[src/rtl/program_loader.sv]
// Boot-time instruction memory loader: byte stream in, 32-bit MSB-first words out
// to sequential word addresses from 0, then releases the processor via cpu_run.
module program_loader #(
  parameter int ADDR_WIDTH = 8,
  parameter int WORD_WIDTH = 32
) (
  input  logic                  clock,
  input  logic                  reset_n,
  input  logic                  in_valid,
  input  logic [7:0]            in_data,
  output logic                  in_ready,
  input  logic                  reload,
  output logic                  imem_we,
  output logic [ADDR_WIDTH-1:0] imem_addr,
  output logic [WORD_WIDTH-1:0] imem_wdata,
  output logic [ADDR_WIDTH:0]   words_loaded,
  output logic                  cpu_run,
  output logic                  load_error
);

  typedef enum logic [2:0] {
    S_HDR_HI,
    S_HDR_LO,
    S_LOAD,
    S_DONE,
    S_ERROR
  } state_e;

  localparam logic [16:0] DEPTH = 17'(1) << ADDR_WIDTH;

  state_e                state_q;
  logic [7:0]            n_hi_q;
  logic [15:0]           n_q;
  logic [1:0]            byte_idx_q;
  logic [23:0]           shift_q;
  logic [ADDR_WIDTH-1:0] idx_q;
  logic                  imem_we_q;
  logic [ADDR_WIDTH-1:0] imem_addr_q;
  logic [WORD_WIDTH-1:0] imem_wdata_q;
  logic [ADDR_WIDTH:0]   words_q;
  logic                  cpu_run_q;
  logic                  load_error_q;

  logic                  accept;
  logic [15:0]           n_d;
  logic [ADDR_WIDTH:0]   words_d;

  always_comb begin
    in_ready = (state_q == S_HDR_HI) || (state_q == S_HDR_LO) || (state_q == S_LOAD);
    accept   = in_valid && in_ready;
    n_d      = {n_hi_q, in_data};
    words_d  = words_q + 1'b1;
  end

  assign imem_we      = imem_we_q;
  assign imem_addr    = imem_addr_q;
  assign imem_wdata   = imem_wdata_q;
  assign words_loaded = words_q;
  assign cpu_run      = cpu_run_q;
  assign load_error   = load_error_q;

  always_ff @(posedge clock) begin
    if (!reset_n) begin
      state_q      <= S_HDR_HI;
      n_hi_q       <= '0;
      n_q          <= '0;
      byte_idx_q   <= '0;
      shift_q      <= '0;
      idx_q        <= '0;
      imem_we_q    <= 1'b0;
      imem_addr_q  <= '0;
      imem_wdata_q <= '0;
      words_q      <= '0;
      cpu_run_q    <= 1'b0;
      load_error_q <= 1'b0;
    end else begin
      imem_we_q <= 1'b0;
      case (state_q)
        S_HDR_HI: if (accept) begin
          n_hi_q  <= in_data;
          state_q <= S_HDR_LO;
        end
        S_HDR_LO: if (accept) begin
          n_q <= n_d;
          if (n_d == 16'd0) begin
            state_q <= S_DONE;
          end else if ({1'b0, n_d} > DEPTH) begin
            state_q      <= S_ERROR;
            load_error_q <= 1'b1;
          end else begin
            state_q    <= S_LOAD;
            byte_idx_q <= '0;
            idx_q      <= '0;
          end
        end
        S_LOAD: if (accept) begin
          byte_idx_q <= byte_idx_q + 2'd1;
          shift_q    <= {shift_q[15:0], in_data};
          // The 4th byte goes straight into the word, so the strobe lands one cycle later.
          if (byte_idx_q == 2'd3) begin
            imem_we_q    <= 1'b1;
            imem_addr_q  <= idx_q;
            imem_wdata_q <= {shift_q, in_data};
            idx_q        <= idx_q + 1'b1;
            words_q      <= words_d;
            if (16'(words_d) == n_q) state_q <= S_DONE;
          end
        end
        S_DONE: begin
          if (reload) begin
            state_q    <= S_HDR_HI;
            cpu_run_q  <= 1'b0;
            words_q    <= '0;
            byte_idx_q <= '0;
          end else begin
            cpu_run_q <= 1'b1;
          end
        end
        S_ERROR: begin
          if (reload) begin
            state_q      <= S_HDR_HI;
            load_error_q <= 1'b0;
            words_q      <= '0;
            byte_idx_q   <= '0;
          end else begin
            load_error_q <= 1'b1;
          end
        end
        default: state_q <= S_HDR_HI;
      endcase
    end
  end

endmodule

[config.mk]
export PLATFORM = sky130hd
export DESIGN_NAME = program_loader
export DESIGN_NICKNAME = d
export VERILOG_FILES = /design/src/rtl/program_loader.sv
export SDC_FILE = /design/constraint.sdc
export NUM_CORES = 1
export LEC_CHECK = 0
export CORE_AREA = 2 2 126 128
export DETAILED_ROUTE_END_ITERATION = 8
export DIE_AREA = 0 0 128 130
export PLACE_DENSITY = 0.57
export SLEW_MARGIN = 10
export SYNTH_ARGS = -nofsm -noshare
export SYNTH_HDL_FRONTEND = slang
export SYNTH_SLANG_ARGS = --single-unit
[constraint.sdc]
create_clock -name clock -period 3.5 [get_ports clock]
set_clock_uncertainty 0.2 [all_clocks]
set_input_delay 0.35 -clock clock [delete_from_list [all_inputs] [get_ports clock]]
set_output_delay 0.35 -clock clock [all_outputs]
set_load 0.01 [all_outputs]
Word level (Yosys, flattened, before mapping)
Cells that the tools add are included.
{"block": "totals", "reg_bits": 113, "latch_bits": 0, "ram_bits": 0, "rom_bits": 0, "inputBits": 12, "output_inout_bits": 53, "mem_count": 0}
{"block": "classes", "addsub": 3, "multipliers": 0, "div": 0, "n_lt_le_gt_ge": 1, "eq_ne": 15, "shifts": 0, "muxes": 31, "n_bitwise": 0, "n_reduce_logical": 20}
{"cell": "$mux W8", "count": 5}
{"cell": "$mux W9", "count": 3}
{"cell": "$mux W3", "count": 8}
{"cell": "$pmux W9 S2", "count": 1}
{"cell": "$reduce_and A6 Y1", "count": 3}
{"cell": "$eq A9 B16 Y1", "count": 1}
{"cell": "$gt A16 B9 Y1 const B", "count": 1}
{"cell": "$logic_not A16 Y1", "count": 1}
{"cell": "$pmux W8 S2", "count": 1}
{"cell": "$pmux W3 S4", "count": 1}
{"cell": "$mux W2", "count": 5}
{"cell": "$ne A2 B2 Y1 const B", "count": 5}
{"cell": "$add A9 B1 Y9 const B", "count": 1}
{"cell": "$add A8 B1 Y8 const B", "count": 1}
{"cell": "$ne A2 B1 Y1 const B", "count": 4}
{"cell": "$reduce_and A4 Y1", "count": 2}
{"cell": "$eq A3 B2 Y1 const B", "count": 2}
{"cell": "$pmux W2 S3", "count": 1}
{"cell": "$reduce_and A2 Y1", "count": 3}
{"cell": "$reduce_and A3 Y1", "count": 2}
{"cell": "$reduce_bool A2 Y1", "count": 3}
{"cell": "$mux W1", "count": 5}
{"cell": "$eq A3 B1 Y1 const B", "count": 1}
{"cell": "$eq A3 B3 Y1 const B", "count": 1}
{"cell": "other kinds (8)", "count": 9}

Logic depth before layout (Yosys ltp)
{"block": "depth", "ltp_word": 6, "depth_mapped": 8}

Worst setup path before layout
No wires, ideal clock.
{"block": "synth_timing", "kind": "reg2reg", "start": "register words_q[0] (netlist: words_loaded[0])", "end": "register state_q[0]", "setup_time_ps": 86, "t_arrival_ps": 1688, "slack_ps": 1527, "path_stages_with_launch": 7, "path_buffers": 0, "period_less_slack_ps": 1973, "path_cell_list": "dfxtp_1 > ha_1 > nand3_1 > xnor2_1 > nor4_1 > nand4_1 > a211oi_1"}
{"block": "synth_via", "elab_chain_len": 4}
{"element": "start: declaration", "line": "40", "text": "logic [ADDR_WIDTH:0] words_q;"}
{"element": "start signal: assignment", "line": "105", "text": "words_q <= words_d;"}
{"element": "$add A9 B1 Y9", "line": "52", "text": "words_d = words_q + 1'b1;"}
{"element": "$eq A9 B16 Y1", "line": "106", "text": "if (16'(words_d) == n_q) state_q <= S_DONE;"}
{"element": "$ne A2 B1 Y1 (no source line)"}
{"element": "$reduce_and A6 Y1 (no source line)"}
{"element": "end signal: assignment", "line": "64", "text": "state_q <= S_HDR_HI;"}
{"element": "end signal: assignment", "line": "106"}
{"element": "end signal: assignment", "line": "111", "text": "state_q <= S_HDR_HI;"}
{"element": "end: declaration", "line": "31", "text": "state_e state_q;"}
Every way passes these cells.
A chain may end at the register's enable or synchronous reset.

Worst setup path in the final report
{"block": "layout_timing", "start": "register state_q[1]", "end": "register idx_q[7]"}
{"block": "layout_via", "elab_chain_len": 6, "elab_cells_between_ends": 14, "cone_classes": "eq/ne: 7; mux: 1; reduce/logical: 6"}
{"element": "start signal: assignment", "line": "64"}
{"element": "start signal: assignment", "line": "81", "text": "state_q <= S_HDR_LO;"}
{"element": "start signal: assignment", "line": "86", "text": "state_q <= S_DONE;"}
{"element": "$eq A3 B1 Y1 or $logic_not A3 Y1 (tied branches)", "line": "49, 78"}
{"element": "$logic_or A1 B1 Y1 (2 in series)", "line": "49", "text": "in_ready = (state_q == S_HDR_HI) || (state_q == S_HDR_LO) || (state_q == S_LOAD);"}
{"element": "$logic_and A1 B1 Y1", "line": "50", "text": "accept = in_valid && in_ready;"}
{"element": "$ne A2 B2 Y1 (no source line)"}
{"element": "$reduce_and A6 Y1 (no source line)"}
{"element": "end signal: assignment", "line": "104", "text": "idx_q <= idx_q + 1'b1;"}
{"element": "end: declaration", "line": "36", "text": "logic [ADDR_WIDTH-1:0] idx_q;"}
Parallel ways exist; a longest one is shown, timed or not.

==> summary.txt <==
Critical path
  – WP data arrival: slightly below 3 ns
  – Crit-path cells: nor3b_4, nand3_2, buf_4, nor3_1, o21ai_0, a31oi_1
  – Critical-path top delay cell: dfxtp_1
  – Worst Setup Start Kind: flip-flop
  – Worst Setup End Kind: flip-flop
  – Worst path max stage delay: about 0.56 ns
  – CP Class: reg -> reg
  – CP max FO: 33
  – Crit path required time: roughly 3.6 ns

Floorplanning
  – Initial Util: between 30% and 40%
  – Die height: around 130 um
  – Die width: between 100 and 150 um
  – Row cnt: 46
  – Die ar.: 16640 um2
  – Core area: between 15000 and 20000 um2
  – Ports: between 60 and 70

Layout
  – ANT cells: 0
  – Commonest non-fill, non-tap cell in the layout: nand2_1
  – Nets: 661
  – Layout cells sized above 1: 7.599%
  – Most frequent cells in the layout: 196 x nand2_1, 113 x dfxtp_1, 102 x a21oi_1
  – Layout area overhead: 31.64%

CTS
  – Hold-fix buffers at CTS: 0
  – Post_cts resized: 0
  – Clock buffer depth: 2
  – CTS buffer count: 17
  – Skew-Pair Late Insertion Delay: roughly 0.4 ns
  – Clk pin slew, worst setup/hold paths: 0.05 ns
  – Clock Sinks: about 110
  – H-tree levels: 4
  – CTS tree: built
  – Post-CTS setup buffer count: 0
  – Root buf cell: clkbuf_16

Logic synthesis
  – Adder-Cell Fraction of Synth Area: less than 1%
  – Synth cell types: 45
  – Mux cell area share after synthesis: less than 1%
  – FFs w/ async S/R, synth: 0%
  – XOR/XNOR Fraction of Synth Area: between 2 and 2.5%
  – Largest family of logic cells by synthesized area: simple AND/OR/NAND/NOR gates
  – Gate Count Post-Synth: 592
  – Yosys warns: 0
  – Avg Cell Area, Syn: between 7 and 8 um2
  – Post-Syn Area: ~4600 um2
  – Most common flop cell mapped by yosys: dfxtp_1
  – Number of synthesized flops with an enable pin: 0
  – Sequential share of the synthesized area: 48.81%
  – #FFs+latches synth: around 110
  – Syn_nets: just over 600
  – Simple-gate share of the synthesized area: a little over a quarter
  – Compound-Gate Fraction of Synth Area: between 15 and 20%

Detailed routing
  – Residual DRC count: 0
  – Post-DR vias/cell: 4.933
  – Post-route ant nets: 0
  – Initial DRC count: around 300
  – First-pass DRT Iterations: 5
  – Final WL: about 12000 um
  – Via count: around 4200
  – Post-DR wirelength/cell: approximately 14 um

Outcome
  – Status: finished clean

Pwr
  – Internal: about 2800 uW
  – Leak pwr: between 0.002 and 0.0025 uW
  – Clock share of power: 51.8%
  – Comb pwr share: under 10%
  – PwrDens: around 600 nW/um2
  – Switching share of total power: a little under a quarter
  – Worst vdd ir: 0.0002721 V
  – NetSw: 864.4 uW
  – Seq pwr share: roughly two fifths

Timing
  – PnR worst setup slack: between 0.7 and 0.8 ns
  – Worst-Margin Slew: between 0.6 and 0.7 ns
  – Fin crit share: 79.73%
  – Relative slew slack: 55.42%
  – Setup_tns: 0 ns
  – Final min period: around 2.8 ns
  – FMAX: approximately 360 MHz
  – Final setup fails: 0
  – RSZ-0062 raised after global routing: no
  – Slew Limit Fails: 0
  – Final Hold Fails: 0

Placement
  – Post-DP HPWL: around 7900 um
  – Port Buf Inserts: 64
  – Post-placement worst setup slack: 0.7679 ns
  – RD Place Congestion: a little under 0.8

Global route
  – First-pass GRT wire length: roughly 19000 um
  – Largest net degree at the start of global routing: 44
  – Initial antenna violation count: 0
  – Vias in the first global route: about 4000
  – GRT Resource Usage Total: approximately 15%
  – Grt ovf: 0

Job
  – Maxcap violations: 0

Hold path
  – Hold/Removal Path Class: reg -> reg
## cell type report
| type | count | area (um2) |
|---|---|---|
| Fill cell | 1544 | 9324 |
| Sequential cell | 113 | 2262 |
| Multi-Input combinational cell | 439 | 2213 |
| Timing Repair Buffer | 72 | 713.2 |
| Clock buffer | 21 | 480.5 |
| Tap cell | 192 | 240.2 |
| Clock inverter | 10 | 180.2 |
| Inverter | 3 | 11.26 |
## worst paths after layout
check,from,to,slack (ns),cells after the start
min reg2reg,imem_wdata[0],imem_wdata[0],0.25,2
max reg2reg,state_q[1],idx_q[7],0.71,6
max,state_q[1],idx_q[7],0.71,6
min,imem_wdata[0],imem_wdata[0],0.25,2
## per-layer routing
layer	share of wire (%)	vias up	GRT usage (%)
met5	0	-	0
met4	1.1	0	5.430
met3	3.3	9	4.223
met2	49	82	24.91
met1	46	1980	17.75
li1	-	2122	-
## power groups by stage
stage | Sequential, uW | Combinational [uW] | Clock (uW)
after detailed placement | 1430 | 361 | 0
after global placement | 1430 | 355 | 0
final | 1410 | 363 | 1900
after floorplan | 1400 | 273 | 0
after CTS | 1400 | 365 | 1940
after global routing | 1410 | 407 | 2010
## cells in the mapped netlist, drive strengths merged (2+ instances only)
library cell,count,area [um2]
nand4,5,31.28
clkbuf,26,97.59
nand2,196,735.7
o21a,5,37.54
nor4,6,67.56
o21ai,18,90.08
mux2i,2,20.02
nor2,21,78.83
xor2,5,43.79
or3,7,43.79
a31oi,8,50.05
nand3b,4,30.03
nor3b,3,33.78
dfxtp,113,2262
nand3,10,50.05
a211oi,4,30.03
xnor2,7,61.31
buf,11,55.05
nor4b,2,17.52
or2,3,18.77
a21oi,103,526.8
ha,3,37.54
nor3,6,35.03
a22oi,2,15.01
inv,3,11.26
and3,4,25.02
and3b,2,17.52
## logic make-up after synthesis
kind of cell,Yosys count
compound gates,147
xor+xnor,12
fa+ha+maj,3
buf+inv,40
flops,113
mux,2
simple gates,275
## per-stage QoR
stage	hold slack, ns	util (%)	cells	instance area, um2	power [uW]
global route	0.2771	39.55	850	6101	3826
floorplan	0.2306	-	592	4634	1671
global placement	0.2453	35.27	819	5440	1782
detailed placement	0.2478	35.27	819	5440	1793
finish	0.2521	39.55	850	6101	3671
CTS	0.2548	39.55	850	6101	3710
## registers in the layout (all words and copies together) (netlist names)
signal	count
byte_idx_q	2
n_hi_q	8
n_q	16
imem_wdata	32
imem_we	1
words_loaded	9
idx_q	8
load_error	1
imem_addr	8
state_q	3
cpu_run	1
shift_q	24
## critical path, delay by kind of cell (launching register included)
kind / cells / cell delay (ns)
simple gates: 3 / 1.23
flops: 1 / 0.56
buf+inv: 1 / 0.46
compound gates: 2 / 0.27
Power figures use the tool's default switching activity.
==> edit 1 (same flow settings) <==
Register the output `load_error` once more, without a reset; this adds one clock of latency there. The other outputs are not delayed to match.
--- a/src/rtl/program_loader.sv
+++ b/src/rtl/program_loader.sv
@@ -59,3 +59,5 @@
   assign cpu_run      = cpu_run_q;
-  assign load_error   = load_error_q;
+  always_ff @(posedge clock) begin
+    load_error <= load_error_q;
+  end
 
Behaviour: not the same (a bounded check fails within 4 cycles, from zero or initial values and one cycle with reset_n low).
==> edit 1 against the unedited design <==
- worst setup slack improved by 0.11 ns
- count of clock-buffer cells in the layout increased by 1
- wire length increased by 0.54%
- cell area increased by 0.80%
- synthesized cell count increased by 0.17%
- synthesized area increased by 0.43%
- power increased by 2.2%
- critical endpoint is now words_loaded[6]$_SDFFE_PN0P_
- die area unchanged
- sequential cell count increased by 1
==> edit 1: results (changes against the unedited design) <==
----------------------------------------------------
[Cells and area]
  Share of final-layout standard cells stronger than drive strength 1 ... 7.42% (-0.17 points)
  Layout Nets ... 662 (+0.15%)
  # diodes ... 0 (unchanged)
  Flip-flop count of the largest register after layout ... 32 (unchanged)

[Clock network]
  Clock latency of the later-clocked register in the worst-skew pair ... 0.41 ns
  CTS buffer count ... 17 (unchanged)
  Clk root buf ... clkbuf_16
  Post-CTS repair timing setup buffer count ... 0 (unchanged)
  Post_cts resized ... 0 (unchanged)
  Deepest level of the CTS H-tree ... 4 (unchanged)
  Clock Tree Buf Depth ... 2 (unchanged)
  Clock transition at the registers of the reported paths ... 0.05 ns (about the same)

[Synth]
  Async set or reset register ratio after synthesis ... 0% (unchanged)
  Sequential fraction of the synthesis area ... 49.0% (+0.22 points)
  Primary flip-flop cell chosen by synthesis mapping ... dfxtp_1
  Count of distinct cell types in the synthesized netlist ... 45 (unchanged)
  Top area cells in the synthesized netlist ... dfxtp_1, nand2_1, a21oi_1
  Syn Nets ... 608 (+0.16%)
  Synth warnings ... 0 (unchanged)
  Most used standard cells in the synthesized netlist ... nand2_1, dfxtp_1, a21oi_1

[Outcome]
  Result of the run ... complete, no violations

[Placement]
  Final estimated routing congestion in global placement ... 0.816 (+5.2%)
  Area post-placement ... 5470 µm² (+0.60%)
  Pre-CTS WS ... 0.766 ns (-0.00187 ns)
  Half-perimeter wire length after detailed placement ... 8180 µm (+3.1%)
  IO Port Bufs ... 64 (unchanged)

[GRT]
  Global-route wire length before repair ... 20100 µm (+2.9%)
  Via count of the first global-routing pass ... 4102 (+0.15%)
  Tot GR Track Use ... 15.1% (+0.41 points)
  Overall overflow remaining after global route ... 0 (unchanged)
  Pin count of the biggest net entering global routing ... 45 (+2.3%)
  Initial antenna violation count ... 0 (unchanged)

[Worst hold path]
  Path class of the lowest-slack min-delay path ... flip-flop to flip-flop

[Critical path]
  Worst-path fanout max ... 30 (-9.1%)
  Arrival @ worst endpoint ... 2.82 ns (-0.10 ns)

[Routing]
  Starting DRT DRC Count ... 193 (-35%)
  Wire length reported by the detailed router ... 11900 µm (+0.54%)
  DR pass1 iterations ... 4 (-1)
  Via density per instance ... 4.96 (+0.65%)

[Pwr]
  Largest voltage drop on the vdd net ... 0.000287 V (+5.4%)
  Leakage power ... 2.05 nW (+1.1%)

[STA]
  Remaining max-slew budget at the tightest pin ... 45.2% (-10 points)
  Setup-failing EPs final ... 0 (unchanged)

----------------------------------------------------
## edit 1: through the flow
step	hold slack, ns	instances	total power [mW]	util [%]
floorplan	0.132	593	1.69	-
global placement	0.141	820	1.79	35.5
detailed placement	0.144	820	1.81	35.5
CTS	0.154	852	3.78	39.9
global route	0.163	852	3.90	39.9
finish	0.161	852	3.75	39.9
## edit 1: layer usage
layer  GRT usage [%]  up-vias  part of all wire (%)  wire [µm]
li1                -     2126                     -          -
met1            19.3     2006                    47       5600
met2            24.5       81                    48       5780
met3            3.12       17                   3.0        356
met4            6.98        0                   1.7        207
met5               0        -                     0          0
## edit 1: cells by family after synthesis
group	after synthesis	share of synthesized area, %
AO/OA/AOI/OAI	147	17.4
XOR/XNOR	12	2.26
adder cells (fa/ha/maj)	3	0.807
buffers and inverters	40	3.52
flip-flops	114	49.0
multiplexers	2	0.430
AND/OR/NAND/NOR	275	26.6
## edit 1: area by class of cell
class | instances | area [µm²]
Fill cell | 1517 | 9280
Sequential cell | 114 | 2280
Multi-Input combinational cell | 439 | 2210
Timing Repair Buffer | 72 | 726
Clock buffer | 22 | 474
Tap cell | 192 | 240
Clock inverter | 10 | 203
Inverter | 3 | 11.3
## edit 1: where the power goes
part           switching [mW]  internal (mW)  leakage [nW]
sequential             0.0677           1.35         0.920
clock                   0.585           1.39         0.330
combinational           0.225          0.135         0.799
total                   0.878           2.88          2.05
## edit 1: critical path: stages (launching register included)
cell and delay [ns]:
dfxtp_1 0.54, nor3b_4 0.49, nand3_2 0.61, or4_1 0.62
a21oi_1 0.14
## edit 1: worst paths after layout
path / from / endpoint / slack, ns / depth (start not counted)
setup reg to reg: state_q[1]$_SDFFE_PN0P_ / words_loaded[6]$_SDFFE_PN0P_ / 0.82 / 4
setup / recovery: state_q[1]$_SDFFE_PN0P_ / words_loaded[6]$_SDFFE_PN0P_ / 0.82 / 4
hold reg to reg: load_error_q$_SDFFE_PN0P_ / load_error$_DFF_P_ / 0.16 / 0
hold / removal: load_error_q$_SDFFE_PN0P_ / load_error$_DFF_P_ / 0.16 / 0
==> edit 2 (same flow settings) <==
Made on the original files. Set the parameter `ADDR_WIDTH` to 9 (it was 8).
--- a/src/rtl/program_loader.sv
+++ b/src/rtl/program_loader.sv
@@ -3,3 +3,3 @@
 module program_loader #(
-  parameter int ADDR_WIDTH = 8,
+  parameter int ADDR_WIDTH = 9,
   parameter int WORD_WIDTH = 32
Interface: changed (resized imem_addr and words_loaded); port bits go from 65 to 67. No check against the original RTL was run, so the function may have changed too.
==> edit 2 against the unedited design <==
- maximum frequency is 7.1% higher
- synthesized area is 1.3% higher
- wire length is 0.86% higher
- power shrank 7.0%
- worst setup slack gained 0.19 ns
- sequential cell count increased by 3
- critical path type unchanged
- combinational power down 38%
- via count hardly changed
- cell area up 1.4%
==> edit 2: results (changes against the unedited design) <==
----------------------------------------------------
[Synth]
  Multiplexer fraction of the synthesized cell area ... 0.213% (-0.22 points)
  Sequential fraction of the synthesis area ... 49.5% (+0.64 points)
  Synth Area in XOR/XNOR ... 4.10% (+1.8 points)
  Most used standard cells in the synthesized netlist ... nand2_1, dfxtp_1, a21oi_1
  Syn Nets ... 612 (+0.82%)
  #FFs+latches synth ... 116 (+2.7%)
  Fraction of the mapped netlist area in compound gates ... 16.5% (-0.92 points)
  Count of distinct cell types in the synthesized netlist ... 48 (+6.7%)

[Outcome]
  Result of the run ... complete, no violations

[Pwr]
  Leakage power ... 2.11 nW (+4.1%)
  Design Power ... 3.41 mW (-7.0%)
  Largest voltage drop on the vdd net ... 0.000368 V (+35%)
  Part of the power in the clock network ... 52.9% (+1.1 points)
  Power Dens Cells ... 552 nW/µm² (-8.2%)

[STA]
  Max Clk Rate ... 0.384 GHz (+7.1%)
  Smallest hold slack ... 0.252 ns (+0.000301 ns)

[Routing]
  Via density per instance ... 4.87 (-1.3%)
  Wire length reported by the detailed router ... 12000 µm (+0.86%)

[Critical path]
  Worst setup path startpoint ... state_q[0]$_SDFFE_PN0P_
  Arrival @ worst endpoint ... 2.73 ns (-0.19 ns)
  Critical path's largest stage delay ... 0.64 ns (+0.08 ns)
  Worst-path fanout max ... 15 (-55%)
  Reg2reg end ... idx_q[5]$_SDFFE_PN0P_

[Cells and area]
  Share of final-layout standard cells stronger than drive strength 1 ... 7.61% (+0.013 points)
  Number of ordinary and repair buffers in the finished layout ... 75 (+4.2%)
  Layout Nets ... 672 (+1.7%)
  Multi-input combinational cell count ... 442 (+0.68%)
  Invs w/o clock ... 5 (+2)
  Data buffer area share ... 12.0% (+0.29 points)
  Multi-input gate share of total cell area ... 36.1% (-0.22 points)
  Fillcell total ... 1560 (+1.0%)
  Total of clock buffers placed in the layout ... 24 (+14%)

[GRT]
  Global-route wire length before repair ... 19400 µm (-0.46%)
  Via count of the first global-routing pass ... 3934 (-4.0%)

[Worst hold path]
  WHS Endpoint ... imem_wdata[7]$_SDFFE_PN0P_
  Worst hold path startpoint ... imem_wdata[7]$_SDFFE_PN0P_

[Placement]
  Final estimated routing congestion in global placement ... 0.823 (+6.1%)
  Pre-CTS WS ... 0.610 ns (-0.158 ns)
  Half-perimeter wire length after detailed placement ... 8070 µm (+1.7%)
  Placed instance count ... 830 (+1.3%)
  IO Port Bufs ... 66 (+3.1%)

----------------------------------------------------
edit 2: changes by cell type in the layout (fill, tap and decap cells not counted), sizes merged, moves of 3 or more:
cell	unedited run	this run
or4	1	5
o21ai	18	10
o31ai	1	5
nor2	21	28
o21a	5	1
xor2	5	9
dfxtp	113	116
nand2	196	191
a31oi	8	1
nand3	10	15
clkbuf	21	24
xnor2	7	13
and2	0	3
edit 2: worst reg2reg max path, delay by kind of cell (launching register included):
kind	cells	cell delay (ns)
DFF	1	0.64
AOI/OAI and AO/OA	2	0.54
and+or+nand+nor	4	1.16
edit 2: layer usage:
metal  GRT usage, %  wire, µm  part of all wire (%)  up-vias
met5              0         0                     0        -
met4           3.49        35                  0.29        0
met3           4.31       515                   4.3        2
met2           23.9      5770                    48      100
met1           19.2      5670                    47     1956
li1               -         -                     -     2139
